### src/rtl/photon_arb_pkg.sv
// Shared types and defaults for the photon-count FIFO arbiter.
package photon_arb_pkg;

    typedef enum logic {
        IDLE  = 1'b0,
        WRITE = 1'b1
    } arb_state_t;

    localparam int DW_DEF    = 32;
    localparam int DROPW_DEF = 16;

    // Covers up to 8 channels, the largest supported NCH.
    function automatic logic [3:0] count_ones(input logic [7:0] v);
        logic [3:0] n;
        n = '0;
        for (int i = 0; i < 8; i++) begin
            n = n + {3'b000, v[i]};
        end
        return n;
    endfunction

endpackage

### src/rtl/photon_fifo_arbiter_if.sv
// Channel-side strobes/data and FIFO write-port signals of the photon arbiter.
interface photon_fifo_arbiter_if #(
    parameter int NCH = 4,
    parameter int DW  = 32,
    parameter int CHW = 2
);
    logic [NCH-1:0]    ch_valid;
    logic [NCH*DW-1:0] ch_data;
    logic              fifo_is_full;
    logic              wr_fifo;
    logic [DW-1:0]     dout;
    logic [CHW-1:0]    dout_ch;

    modport master (
        output ch_valid, ch_data, fifo_is_full,
        input  wr_fifo, dout, dout_ch
    );

    modport slave (
        input  ch_valid, ch_data, fifo_is_full,
        output wr_fifo, dout, dout_ch
    );
endinterface

### src/rtl/photon_rr_pick.sv
// Combinational round-robin picker: first set request after ptr, wrapping at NCH.
module photon_rr_pick #(
    parameter int NCH = 4,
    parameter int CHW = 2
) (
    input  logic [NCH-1:0] req,
    input  logic [CHW-1:0] ptr,
    output logic           any,
    output logic [CHW-1:0] idx
);

    logic [CHW-1:0] cand;

    // Scan farthest-first so the nearest candidate after ptr wins.
    always_comb begin
        any  = 1'b0;
        idx  = '0;
        cand = '0;
        for (int i = NCH; i >= 1; i--) begin
            cand = CHW'((int'(ptr) + i) % NCH);
            if (req[cand]) begin
                any = 1'b1;
                idx = cand;
            end
        end
    end

endmodule

### src/rtl/photon_fifo_arbiter.sv
// Buffers one count word per channel and shares the readout FIFO write port
// round-robin, tagging each word with its channel and tracking overrun drops.
//   state | meaning
//   IDLE  | may grant the next pending channel when FIFO not full
//   WRITE | wr_fifo is high this cycle; no grant allowed
module photon_fifo_arbiter
    import photon_arb_pkg::*;
#(
    parameter int NCH   = 4,
    parameter int DW    = DW_DEF,
    parameter int CHW   = 2,
    parameter int DROPW = DROPW_DEF
) (
    input  logic                 clk,
    input  logic                 rst_n,
    input  logic                 en,
    input  logic                 clear_drops,
    photon_fifo_arbiter_if.slave bus,
    output logic [DROPW-1:0]     drop_cnt,
    output logic [NCH-1:0]       overrun
);

    arb_state_t       state_q, state_d;
    logic [NCH-1:0]   pending;
    logic [DW-1:0]    hold [NCH];
    logic [CHW-1:0]   ptr;
    logic             any;
    logic [CHW-1:0]   pick;
    logic             grant;
    logic [NCH-1:0]   gnt_vec, cap, drop;
    logic [DROPW-1:0] drop_num;
    logic [DROPW:0]   drop_sum;

    photon_rr_pick #(.NCH(NCH), .CHW(CHW)) u_pick (
        .req (pending),
        .ptr (ptr),
        .any (any),
        .idx (pick)
    );

    always_comb begin
        state_d = state_q;
        grant   = 1'b0;
        case (state_q)
            IDLE: begin
                if (en && !bus.fifo_is_full && any) begin
                    grant   = 1'b1;
                    state_d = WRITE;
                end
            end
            WRITE: state_d = IDLE;
        endcase
    end

    // A channel granted this cycle frees its slot, so a coincident strobe refills it.
    always_comb begin
        gnt_vec = '0;
        if (grant) gnt_vec[pick] = 1'b1;
        cap      = {NCH{en}} & bus.ch_valid & (~pending | gnt_vec);
        drop     = {NCH{en}} & bus.ch_valid & pending & ~gnt_vec;
        drop_num = DROPW'(count_ones(8'(drop)));
        drop_sum = {1'b0, drop_cnt} + {1'b0, drop_num};
    end

    always_ff @(posedge clk or negedge rst_n) begin
        if (!rst_n) begin
            state_q     <= IDLE;
            ptr         <= CHW'(NCH - 1);
            pending     <= '0;
            bus.wr_fifo <= 1'b0;
            bus.dout    <= '0;
            bus.dout_ch <= '0;
            drop_cnt    <= '0;
            overrun     <= '0;
            for (int k = 0; k < NCH; k++) hold[k] <= '0;
        end else begin
            state_q     <= state_d;
            bus.wr_fifo <= grant;
            if (grant) begin
                bus.dout    <= hold[pick];
                bus.dout_ch <= pick;
                ptr         <= pick;
            end
            pending <= cap | (pending & ~gnt_vec);
            for (int k = 0; k < NCH; k++) begin
                if (cap[k]) hold[k] <= bus.ch_data[k*DW +: DW];
            end
            if (clear_drops) begin
                drop_cnt <= drop_num;
                overrun  <= drop;
            end else begin
                drop_cnt <= drop_sum[DROPW] ? '1 : drop_sum[DROPW-1:0];
                overrun  <= overrun | drop;
            end
        end
    end

endmodule

### src/flat_wrapper.sv
// flat-port wrapper written by rule: the top's interface ports become plain ports
module photon_fifo_arbiter_flat import photon_arb_pkg::*;
#(
    parameter int NCH   = 4,
    parameter int DW    = DW_DEF,
    parameter int CHW   = 2,
    parameter int DROPW = DROPW_DEF
)
  (clk, rst_n, en, clear_drops, drop_cnt, overrun, bus_ch_valid, bus_ch_data, bus_fifo_is_full, bus_wr_fifo, bus_dout, bus_dout_ch);
  photon_fifo_arbiter_if #(.NCH(NCH), .DW(DW), .CHW(CHW)) bus_i ();
  input  logic clk;
  input  logic rst_n;
  input  logic en;
  input  logic clear_drops;
  output logic [DROPW-1:0] drop_cnt;
  output logic [NCH-1:0] overrun;
  input wire logic [$bits(bus_i.ch_valid)-1:0] bus_ch_valid;
  input wire logic [$bits(bus_i.ch_data)-1:0] bus_ch_data;
  input wire logic [$bits(bus_i.fifo_is_full)-1:0] bus_fifo_is_full;
  output wire logic [$bits(bus_i.wr_fifo)-1:0] bus_wr_fifo;
  output wire logic [$bits(bus_i.dout)-1:0] bus_dout;
  output wire logic [$bits(bus_i.dout_ch)-1:0] bus_dout_ch;
  assign bus_i.ch_valid = bus_ch_valid;
  assign bus_i.ch_data = bus_ch_data;
  assign bus_i.fifo_is_full = bus_fifo_is_full;
  assign bus_wr_fifo = bus_i.wr_fifo;
  assign bus_dout = bus_i.dout;
  assign bus_dout_ch = bus_i.dout_ch;
  photon_fifo_arbiter #(.NCH(NCH), .DW(DW), .CHW(CHW), .DROPW(DROPW)) u_core (.clk(clk), .rst_n(rst_n), .en(en), .clear_drops(clear_drops), .bus(bus_i), .drop_cnt(drop_cnt), .overrun(overrun));
endmodule
### config.mk
export PLATFORM = sky130hd
export DESIGN_NAME = photon_fifo_arbiter_flat
export DESIGN_NICKNAME = d
export VERILOG_FILES = /design/src/rtl/photon_arb_pkg.sv /design/src/rtl/photon_fifo_arbiter_if.sv /design/src/rtl/photon_rr_pick.sv /design/src/rtl/photon_fifo_arbiter.sv /design/src/flat_wrapper.sv
export SDC_FILE = /design/constraint.sdc
export NUM_CORES = 1
export LEC_CHECK = 0
export ABC_AREA = 1
export CORE_ASPECT_RATIO = 1.4
export CORE_MARGIN = 1
export CORE_UTILIZATION = 52
export CTS_CLUSTER_SIZE = 30
export DETAILED_ROUTE_END_ITERATION = 8
export PLACE_DENSITY_LB_ADDON = 0.08
export REMOVE_ABC_BUFFERS = 1
export SLEW_MARGIN = 25
export SYNTH_ARGS = -nofsm -noshare
export SYNTH_HDL_FRONTEND = slang
export SYNTH_SLANG_ARGS = --single-unit
### constraint.sdc
create_clock -name clk -period 5.2 [get_ports clk]
set_input_delay 0.78 -clock clk [delete_from_list [all_inputs] [get_ports clk]]
set_output_delay 0.78 -clock clk [all_outputs]
set_load 0.1 [all_outputs]
== Word-level counts from Yosys, hierarchy flattened ==
Index checks and enable logic that the tools add are counted.
Operators by class
  add/subtract/negate cells: 8
  magnitude comparators: 7
  multiplexer cells: 28
  bitwise gates (word level): 12
  reductions and logical operators: 4
Operator list (number)
  $bmux 32 s2: 1
  $mux 32: 2
  $mux 16: 2
  $and 4x4->4: 5
  $add 16x4->17: 1
  $lt 2x3->1 const B: 5
  $or 4x4->4: 3
  $mux 1: 11
  $add 4x1->4: 2
  $bmux 1 s2: 4
  $mux 2: 4
  $mux 4: 2
  $not 4->4: 2
  $add 2x1->2 const B: 2
  $add 2x2->2 const B: 2
  $ge 3x3->1 const B: 1
  $logic_and 1x1->1: 3
  $not 2->3: 1
  $add 1x1->2: 1
  $demux 1 s2: 1
  $ge 2x1->1 const B: 1
  $pmux 1 s2: 1
  $logic_not 1->1: 1
  $not 1->1: 1
Storage, ports and cells
  bits in registers: 190
  logic and storage cells: 71

== Longest topological paths before layout ==
  depth in word-level cells: 20
  gate-level depth with buffers: 31
  mapped depth without buffers: 30

== Cells and area by module ==
Synthesis repeated with hierarchy kept, for this count alone.
Unflattened totals
  cell total of the unflattened synthesis: 1131
  area, all modules: 9135.0 um^2
Modules (own cells, without submodules)
  photon_fifo_arbiter: instances 1, cells each 1080, area an instance 8888.5 um^2
  photon_rr_pick: instances 1, cells each 51, area an instance 246.5 um^2

== Least setup slack after synthesis ==
Ideal clock, no wire load.
  path kind: register to register
  from: register u_core.bus.wr_fifo (netlist name)
  to: register u_core.drop_cnt[0]
  library setup time: 0.087 ns
  arrival time: 4.473 ns
  slack: 0.640 ns
  stages on the path, launching flop included: 21
  period minus slack after synthesis: 4.560 ns
  cell sequence: dfrtp_1 > nor3b_1 > nand2_4 > o21bai_4 > buf_2 > nor2_1 > ha_1 > inv_1 > fa_1 > inv_1 > ha_1 > inv_1 > fa_1 > o21ai_0 > nand3_1 > nor2_1 > nand2_1 > nor2_1 > nand3_1 > buf_2 > a22oi_1
RTL lines
  end signal: assignment: RTL line photon_fifo_arbiter.sv:89  | drop_cnt <= drop_num;
  end signal: assignment: RTL line photon_fifo_arbiter.sv:92  | drop_cnt <= drop_sum[DROPW] ? '1 : drop_sum[DROPW-1:0];
  end: declaration: RTL line photon_fifo_arbiter.sv:19  | output logic [DROPW-1:0] drop_cnt,

== Final worst setup path ==
  from: register u_core.ptr[0]
  to: register u_core.drop_cnt[7]
On the way
  longest elaborated chain between the ends: 20
  elaborated cells between the ends (all ways): 37
RTL lines
  start: declaration: RTL line photon_fifo_arbiter.sv:26  | logic [CHW-1:0] ptr;
  start signal: assignment: RTL line photon_fifo_arbiter.sv:68  | ptr <= CHW'(NCH - 1);
  start signal: assignment: RTL line photon_fifo_arbiter.sv:82  | ptr <= pick;
  $add 2x1->2: RTL line photon_rr_pick.sv:20  | cand = CHW'((int'(ptr) + i) % NCH);
  $bmux 1 s2: RTL line photon_rr_pick.sv:21  | if (req[cand]) begin
  $mux 1 (not written as such): RTL line photon_rr_pick.sv:21
  $mux 2 (4 in series): RTL line photon_rr_pick.sv:21
  $lt 2x3->1 (not written as such) / $ge 2x1->1 (equally long branches): RTL line photon_fifo_arbiter.sv:58  | if (grant) gnt_vec[pick] = 1'b1;
  $logic_and 1x1->1 (not written as such): RTL line photon_fifo_arbiter.sv:58
  $mux 1 (not written as such): RTL line photon_fifo_arbiter.sv:58
  $demux 1 s2
  $mux 4 (*): RTL line photon_fifo_arbiter.sv:58
  $not 4->4 (*): RTL line photon_fifo_arbiter.sv:60  | drop = {NCH{en}} & bus.ch_valid & pending & ~gnt_vec;
  $and 4x4->4 (*): RTL line photon_fifo_arbiter.sv:60
  $add 1x1->2: RTL line photon_arb_pkg.sv:17  | n = n + {3'b000, v[i]};
  $add 4x1->4: RTL line photon_arb_pkg.sv:17
  $add 4x1->4 (*): RTL line photon_arb_pkg.sv:17
  $add 16x4->17 (*): RTL line photon_fifo_arbiter.sv:62  | drop_sum = {1'b0, drop_cnt} + {1'b0, drop_num};
  $mux 16 (*): RTL line photon_fifo_arbiter.sv:92
  $mux 16 (*): RTL line photon_fifo_arbiter.sv:88  | if (clear_drops) begin
Every way passes the cells marked *; elsewhere a longest branch is shown, timed or not. The select of a mux whose other input is x is not followed.
A chain may end at the register's enable or synchronous reset.

==> metrics.md <==
| Metric | Value |
|---|---|
| Iter 0 DRT Violations | 825 |
| Setup TNS | 0 ns |
| Cell area after technology mapping | approximately 9500 sq um |
| Final period utilization | about nine tenths |
| Die height | 162 um |
| Clock latency reported for the late side of the worst-skew pair | around 0.44 ns |
| Share of Yosys cell area claimed by the top area cell type | 49.2% |
| Area inside the core boundary | between 15000 and 20000 sq um |
| Leading post-synthesis cells by cell area | dfrtp_1 (49%), nand2_1 (20%), nand3_1 (11%) |
| Tmin final | roughly 4.7 ns |
| Synth warn | 0 |
| Vias per Instance | between 5 and 6 |
| Clock net sink count | 189 |
| Final Net Count | 1538 |
| List of most frequent post-synthesis cells | nand2_1 (518), nand3_1 (212), dfrtp_1 (187) |
| Endpoint of the worst-slack reg-to-reg timing path | u_core.drop_cnt[7] |
| Arrival time at the worst endpoint | between 5 and 6 ns |
| Max_cap viols | 0 |
| Count of standard-cell rows | 58 |
| Global-route usage over all layers | 31.5% |
| Critical path capture point type | flip-flop |
| Setup slack of the worst register-to-register path | ~0.5 ns |
| Count of antenna diodes in the layout | 0 |
| Sort of element at the start of the critical path | flip-flop |
| Post-Synthesis Mean Instance Area | between 7 and 8 sq um |
| DRC errors left | 0 |
| Cell repeated most along the worst path | inv_1 |
| Initial antenna violation count | 0 |
| Ratio of total power to cell area | 736 nW/um^2 |
| Proportion of synthesized flip-flops having asynchronous set or reset | 100% |
| Normalized max-slew margin | a little under a third |
| Routed wire length | 28200 um |
| Antenna violation net count after detailed routing | 0 |
| Final design utilization | between 60% and 70% |
| Cell taking the most area after synthesis | dfrtp_1 |
| CP Class | reg -> reg |
| Vias after detailed routing | 8859 |
| Upper clock frequency limit | 213 MHz |
| Grt total ovfl | 0 |
| Total CTS buffers | 17 |
| Final Hold Viols | 0 |
| Die W | about 120 um |
| Max H-tree Level | 4 |
| Post-cts sizing count | 0 |
| First-pass GRT wire length | 44900 um |
| Number of enable flip-flop cells after synthesis | 0 |
| Status | finished, final reports clean |
| Number of buffer cells added on primary ports | between 150 and 200 |
| Unique masters post-synth | 33 |
| Pin count of the biggest net entering global routing | ~120 |
| Final number of max-transition violations | 0 |
| Path category of the worst min-delay check | in -> async |
| Worst reg2reg startpoint | u_core.ptr[0] |
| Share of final-layout standard cells stronger than drive strength 1 | 6.25% |
| Post-synth top flop | dfrtp_1 |
| Cts-stage hold buffer count | 0 |
| Worst-case setup slack after placement | -0.0421 ns |
| Mapped Cells | approximately 1200 |
| Clock input transition at the sequential cells of the worst setup and hold paths | about 0.07 ns |
| Cell at the root of the clock tree | clkbuf_16 |
| Area added between synthesis and finish | 27.7% |
| Worst-margin pin slew | between 1 and 1.5 ns |
| CTS tree | built |
| Maximum clock insertion buffer count | 2 |
| Biggest fanout along the worst timing path | 9 |
| Clock skew | slightly below 0.008 ns |
| Unrepaired setup endpoints after global routing | no |
| Number of endpoints failing setup at the final stage | 0 |
| Synth Register Bits | approximately 190 |
| Least setup slack across all paths after layout | about 0.5 ns |
| Full die area | ~19000 sq um |
| Number of cells in the design after placement | 1614 |
| Slowest Stage Delay on Critical Path | between 0.6 and 0.7 ns |
| Placer Congestion | just over 0.8 |
| Most common cell in the netlist | nand2_1 |
| Leakage dissipation | roughly 6.3 nW |
| Average detailed-routed wire length per instance | about 17 um |
| First-pass iteration count of the detailed router | 5 |
| Number of buffers inserted by post-CTS setup repair | 0 |
| I/O pin count | around 190 |
| Slowest cell on crit path | dfstp_2 |
| Length in cells of the worst reg-to-reg path | 30 |
| Post-route worst hold slack | about 0.26 ns |
| Worst vdd ir | between 0.8 and 0.9 mV |
| Number of non-filler instances in the completed layout | around 1600 |
| Required time reported for the critical path endpoint | between 5 and 6 ns |
| Post-synthesis sequential area ratio | about half |
| Initial standard-cell utilization of the core | between 50% and 60% |
| Number of global-route vias before repair | 8860 |
| Placed wire-length estimate | roughly 17000 um |
## power breakdown
part	total, mW	switching [mW]	internal, mW
clock	1.30	0.619	0.677
sequential	2.46	0.350	2.11
combinational	5.18	3.62	1.56
## placed cells by master, fill, tap and decap left out, types with 3 or more instances in the layout
cell / instances
nor2_1: 11
nand2_2: 12
clkinv_2: 3
nor3_1: 4
inv_1: 95
nand3b_1: 64
clkdlybuf4s50_1: 190
dfrtp_1: 187
o21ai_0: 10
nand3_1: 212
xor2_1: 5
ha_1: 5
a21oi_1: 7
inv_2: 6
a31oi_1: 4
inv_6: 9
clkbuf_16: 17
buf_4: 22
nand2_1: 514
## worst max path at each step
| stage | from | slack (ns) | end |
|---|---|---|---|
| after floorplan | u_core.ptr[0] | -1.86 | u_core.drop_cnt[14] |
| after global placement | en | 0.12 | u_core.drop_cnt[9] |
| after detailed placement | en | -0.04 | u_core.drop_cnt[7] |
| after CTS | u_core.ptr[0] | 0.24 | u_core.drop_cnt[7] |
| after global routing | u_core.ptr[0] | 0.05 | u_core.drop_cnt[7] |
| final | u_core.ptr[0] | 0.50 | u_core.drop_cnt[7] |
## cells by family after synthesis
logic type      count (synthesis)  share of synthesized area (%)
compound gates                 26                           1.74
xor+xnor                        7                          0.645
fa+ha+maj                       7                           1.08
buf+inv                       179                           8.22
flops                         189                           49.8
simple gates                  826                           38.6
## state kept, by name, indices dropped and copies added (netlist names)
register and count:
u_core.bus.dout 32, u_core.bus.dout_ch 2, u_core.bus.wr_fifo 1, u_core.drop_cnt 16, u_core.hold 128, u_core.overrun 4, u_core.pending 4, u_core.ptr 2
## per-layer routing
metal  vias up  GRT usage, %  part of all wire, %
li1       4208             -                    -
met1      4259          39.2                   40
met2       332          53.0                   50
met3        60          6.68                  7.4
met4         0          12.2                  2.6
met5         -             0                    0
## worst max-delay path: cells and delay by family (launching register included)
family / cells / cell delay [ns]
buffers and inverters: 9 / 0.77
flip-flops: 1 / 0.62
AO/OA/AOI/OAI: 2 / 0.27
AND/OR/NAND/NOR: 15 / 1.66
adder cells (fa/ha/maj): 4 / 1.30
## stage by stage
stage | area [sq um] | power (mW)
2_1_floorplan | 9130 | 6.08
3_3_place_gp | 11500 | 7.49
3_5_place_dp | 11500 | 7.60
4_1_cts | 12100 | 8.90
5_1_grt | 12100 | 9.60
6_report | 12100 | 8.94
## layout make-up
cell class                      count  area, sq um
Inverter                          105          398
Clock inverter                     15          146
Timing Repair Buffer              215         2120
Sequential cell                   189         4730
Clock buffer                       17          425
Tap cell                          240          300
Multi-Input combinational cell    866         4020
Fill cell                        1579         5780
Power figures use the tool's default switching activity.
==> RTL change: new RTL, config.mk and constraints unchanged <==
`NCH` is set to 4 in 4 places; all go to 8.
--- a/src/rtl/photon_fifo_arbiter_if.sv
+++ b/src/rtl/photon_fifo_arbiter_if.sv
@@ -1,6 +1,6 @@
 // Channel-side strobes/data and FIFO write-port signals of the photon arbiter.
 interface photon_fifo_arbiter_if #(
-    parameter int NCH = 4,
+    parameter int NCH = 8,
     parameter int DW  = 32,
     parameter int CHW = 2
 );
--- a/src/rtl/photon_rr_pick.sv
+++ b/src/rtl/photon_rr_pick.sv
@@ -1,6 +1,6 @@
 // Combinational round-robin picker: first set request after ptr, wrapping at NCH.
 module photon_rr_pick #(
-    parameter int NCH = 4,
+    parameter int NCH = 8,
     parameter int CHW = 2
 ) (
     input  logic [NCH-1:0] req,
--- a/src/rtl/photon_fifo_arbiter.sv
+++ b/src/rtl/photon_fifo_arbiter.sv
@@ -6,7 +6,7 @@
 module photon_fifo_arbiter
     import photon_arb_pkg::*;
 #(
-    parameter int NCH   = 4,
+    parameter int NCH   = 8,
     parameter int DW    = DW_DEF,
     parameter int CHW   = 2,
     parameter int DROPW = DROPW_DEF
--- a/src/flat_wrapper.sv
+++ b/src/flat_wrapper.sv
@@ -1,7 +1,7 @@
 // flat-port wrapper written by rule: the top's interface ports become plain ports
 module photon_fifo_arbiter_flat import photon_arb_pkg::*;
 #(
-    parameter int NCH   = 4,
+    parameter int NCH   = 8,
     parameter int DW    = DW_DEF,
     parameter int CHW   = 2,
     parameter int DROPW = DROPW_DEF
Ports: changed (resized bus_ch_data, bus_ch_valid and overrun); port bits go from 192 to 328. No check against the original RTL was run, so the function may have changed too.
==> RTL change against the unedited design <==
  * Final cell count grew 3.6%
  * Sequential cell count grew 8
  * Final area grew 7.3%
  * Critical endpoint is now u_core.drop_cnt[15]
  * Worst setup slack lost 0.64 ns
  * Hold slack gained 0.12 ns
  * Die area grew 2.8%
  * Combinational power grew 3%
  * The run now ends with setup timing left
  * Synthesized area grew 2.9%
  * Clock power is essentially flat
  * Wire length shrank 0.41%
  * Synthesized cell count grew 0.49%
  * Total power grew 3.5%
==> RTL change: results (changes against the unedited design) <==
| Metric | Value |
|---|---|
| Placed cell area | `0.0121 mm² (was 0.0115 mm²)` |
| Failing checks | `setup timing` |
| Grt met3 use | `5.21% (was 6.68%)` |
| Routed vias | `9054 (was 8859)` |
| Synth area leaders | `dfrtp_1 50%, nand2_1 18%, nand3_1 11%, inv_1 5.1%, o211ai_1 2.8% (was dfrtp_1 49%, nand2_1 20%, nand3_1 11%, nand3b_1 5.1%, inv_1 3.8%)` |
| Pin count of the biggest net entering global routing | `112 (was 118)` |
| Most frequent cells after synthesis | `480 x nand2_1, 222 x nand3_1, 195 x dfrtp_1 (was 518 x nand2_1, 212 x nand3_1, 187 x dfrtp_1)` |
| Worst Setup Slack, final | `-0.142 ns (was 0.501 ns)` |
| Met1 Usage GRT | `39.0% (was 39.2%)` |
| Sequential share of power | `28.1% (was 27.6%)` |
| # setup viols final | `16 (was 0)` |
| Total track usage | `30.0% (was 31.5%)` |
| Final net count | `1732 (was 1538)` |
| DR WL met3 | `1.88 mm (was 2.07 mm)` |
| Post-Synthesis Cells | `1240 (was 1234)` |
| Met2 usage | `50.9% (was 53.0%)` |
| Seq/Total Area, Yosys | `50.4% (was 49.8%)` |
| Least-Margin Pin Slew | `1.06 ns (was 1.04 ns)` |
| Routed met1 length | `11.9 mm (was 11.2 mm)` |
| Clock Skews | `0.0109 ns (was 0.00788 ns)` |
| Min Hold Slack | `0.380 ns (was 0.263 ns)` |
| VDD IR max | `0.000661 V (was 0.000862 V)` |
| Fillcell total | `1547 (was 1579)` |
| Via density per instance | `5.30 (was 5.38)` |
| Layout cells sized above 1 | `12.0% (was 6.25%)` |
| HPWL Detailed | `17.4 mm (about the same)` |
| Skew-Pair Late Insertion Delay | `0.44 ns (about the same)` |
| Synth unique cells | `36 (was 33)` |
| PD cells | `710 mW/mm² (was 736 mW/mm²)` |
| Met2 routed WL | `13.7 mm (was 14.1 mm)` |
| Number of global-route vias before repair | `8653 (was 8860)` |
| Leak | `6.72 nW (was 6.28 nW)` |
| Clock Tree Buf Depth | `2 (unchanged)` |
| R2r endpoint | `u_core.drop_cnt[15] (was u_core.drop_cnt[7])` |
| Status | `complete, but fails checks (was completed)` |
| Reg2reg path depth | `35 (was 30)` |
| Post-DR wirelength/cell | `16.4 µm (was 17.1 µm)` |
| Routability Congestion | `0.921 (was 0.809)` |
| Maximum fanout along the worst path | `5 (was 9)` |
| First-pass GRT wire length | `44.5 mm (was 44.9 mm)` |
| R2R Path Start | `u_core.ptr[0] (unchanged)` |
| Worst Path Arrival | `5.71 ns (was 5.07 ns)` |
| Initial drt markers | `681 (was 825)` |
| TritonRoute pass-1 iters | `7 (was 5)` |
| CTS clock-pin slew for the worst setup and hold paths | `0.07 ns (about the same)` |
| I/O Buffers | `199 (was 191)` |
| Sw frac | `50.8% (was 51.3%)` |
-- RTL change: cell types whose count changed after synthesis, moves of 5 or more --
cell      change
nand2_1      -38
o21ai_0       +5
nand3b_1     -64
nand3_1      +10
dfrtp_1       +8
buf_2         -7
o211ai_1     +36
inv_1        +38
-- RTL change: critical path: cells and delay by family, from the launching register on --
family                     cells  cell delay [ns]
adders and majority gates      6             2.28
buffers and inverters          7             0.47
xor gates and xnor gates       1             0.14
DFF                            1             0.63
AOI/OAI and AO/OA              2             0.23
and+or+nand+nor               19             1.54
-- RTL change: logic make-up (layout without fill, tap and decap cells) --
| kind of cell | Yosys count | count (layout) | synth area share, % |
|---|---|---|---|
| and+or+nand+nor | 744 | 744 | 32.9 |
| buffers and inverters | 208 | 431 | 9.26 |
| DFF | 197 | 197 | 50.4 |
| AOI/OAI and AO/OA | 70 | 70 | 4.73 |
| adders and majority gates | 12 | 12 | 1.92 |
| xor gates and xnor gates | 9 | 9 | 0.806 |
-- RTL change: through the flow --
step / util [%] / TNS, ns / setup slack [ns]
floorplan: - / -27.20 / -1.79
global placement: 65.4 / -9.69 / -0.661
detailed placement: 65.4 / -10.96 / -0.745
CTS: 69.6 / 0 / 0.00371
global route: 70.3 / -5.74 / -0.437
finish: 70.3 / -1.16 / -0.142
-- RTL change: area by class of cell --
type | instances | area (µm²) | share of cell area [%]
timing repair buffer | 258 | 2470 | 19.0
sequential | 197 | 4930 | 37.8
clock buffer | 17 | 425 | 3.26
inverter | 142 | 546 | 4.19
multi-input combinational | 835 | 4210 | 32.3
tap | 244 | 305 | 2.34
clock inverter | 14 | 145 | 1.11
-- RTL change: what timing repair did --
| action | CTS | global route |
|---|---|---|
| pin swaps | 9 | 28 |
| endpoints found under the setup margin | 16 | 16 |
| resized for setup | 45 | 33 |
| buffers inserted | 7 | 1 |
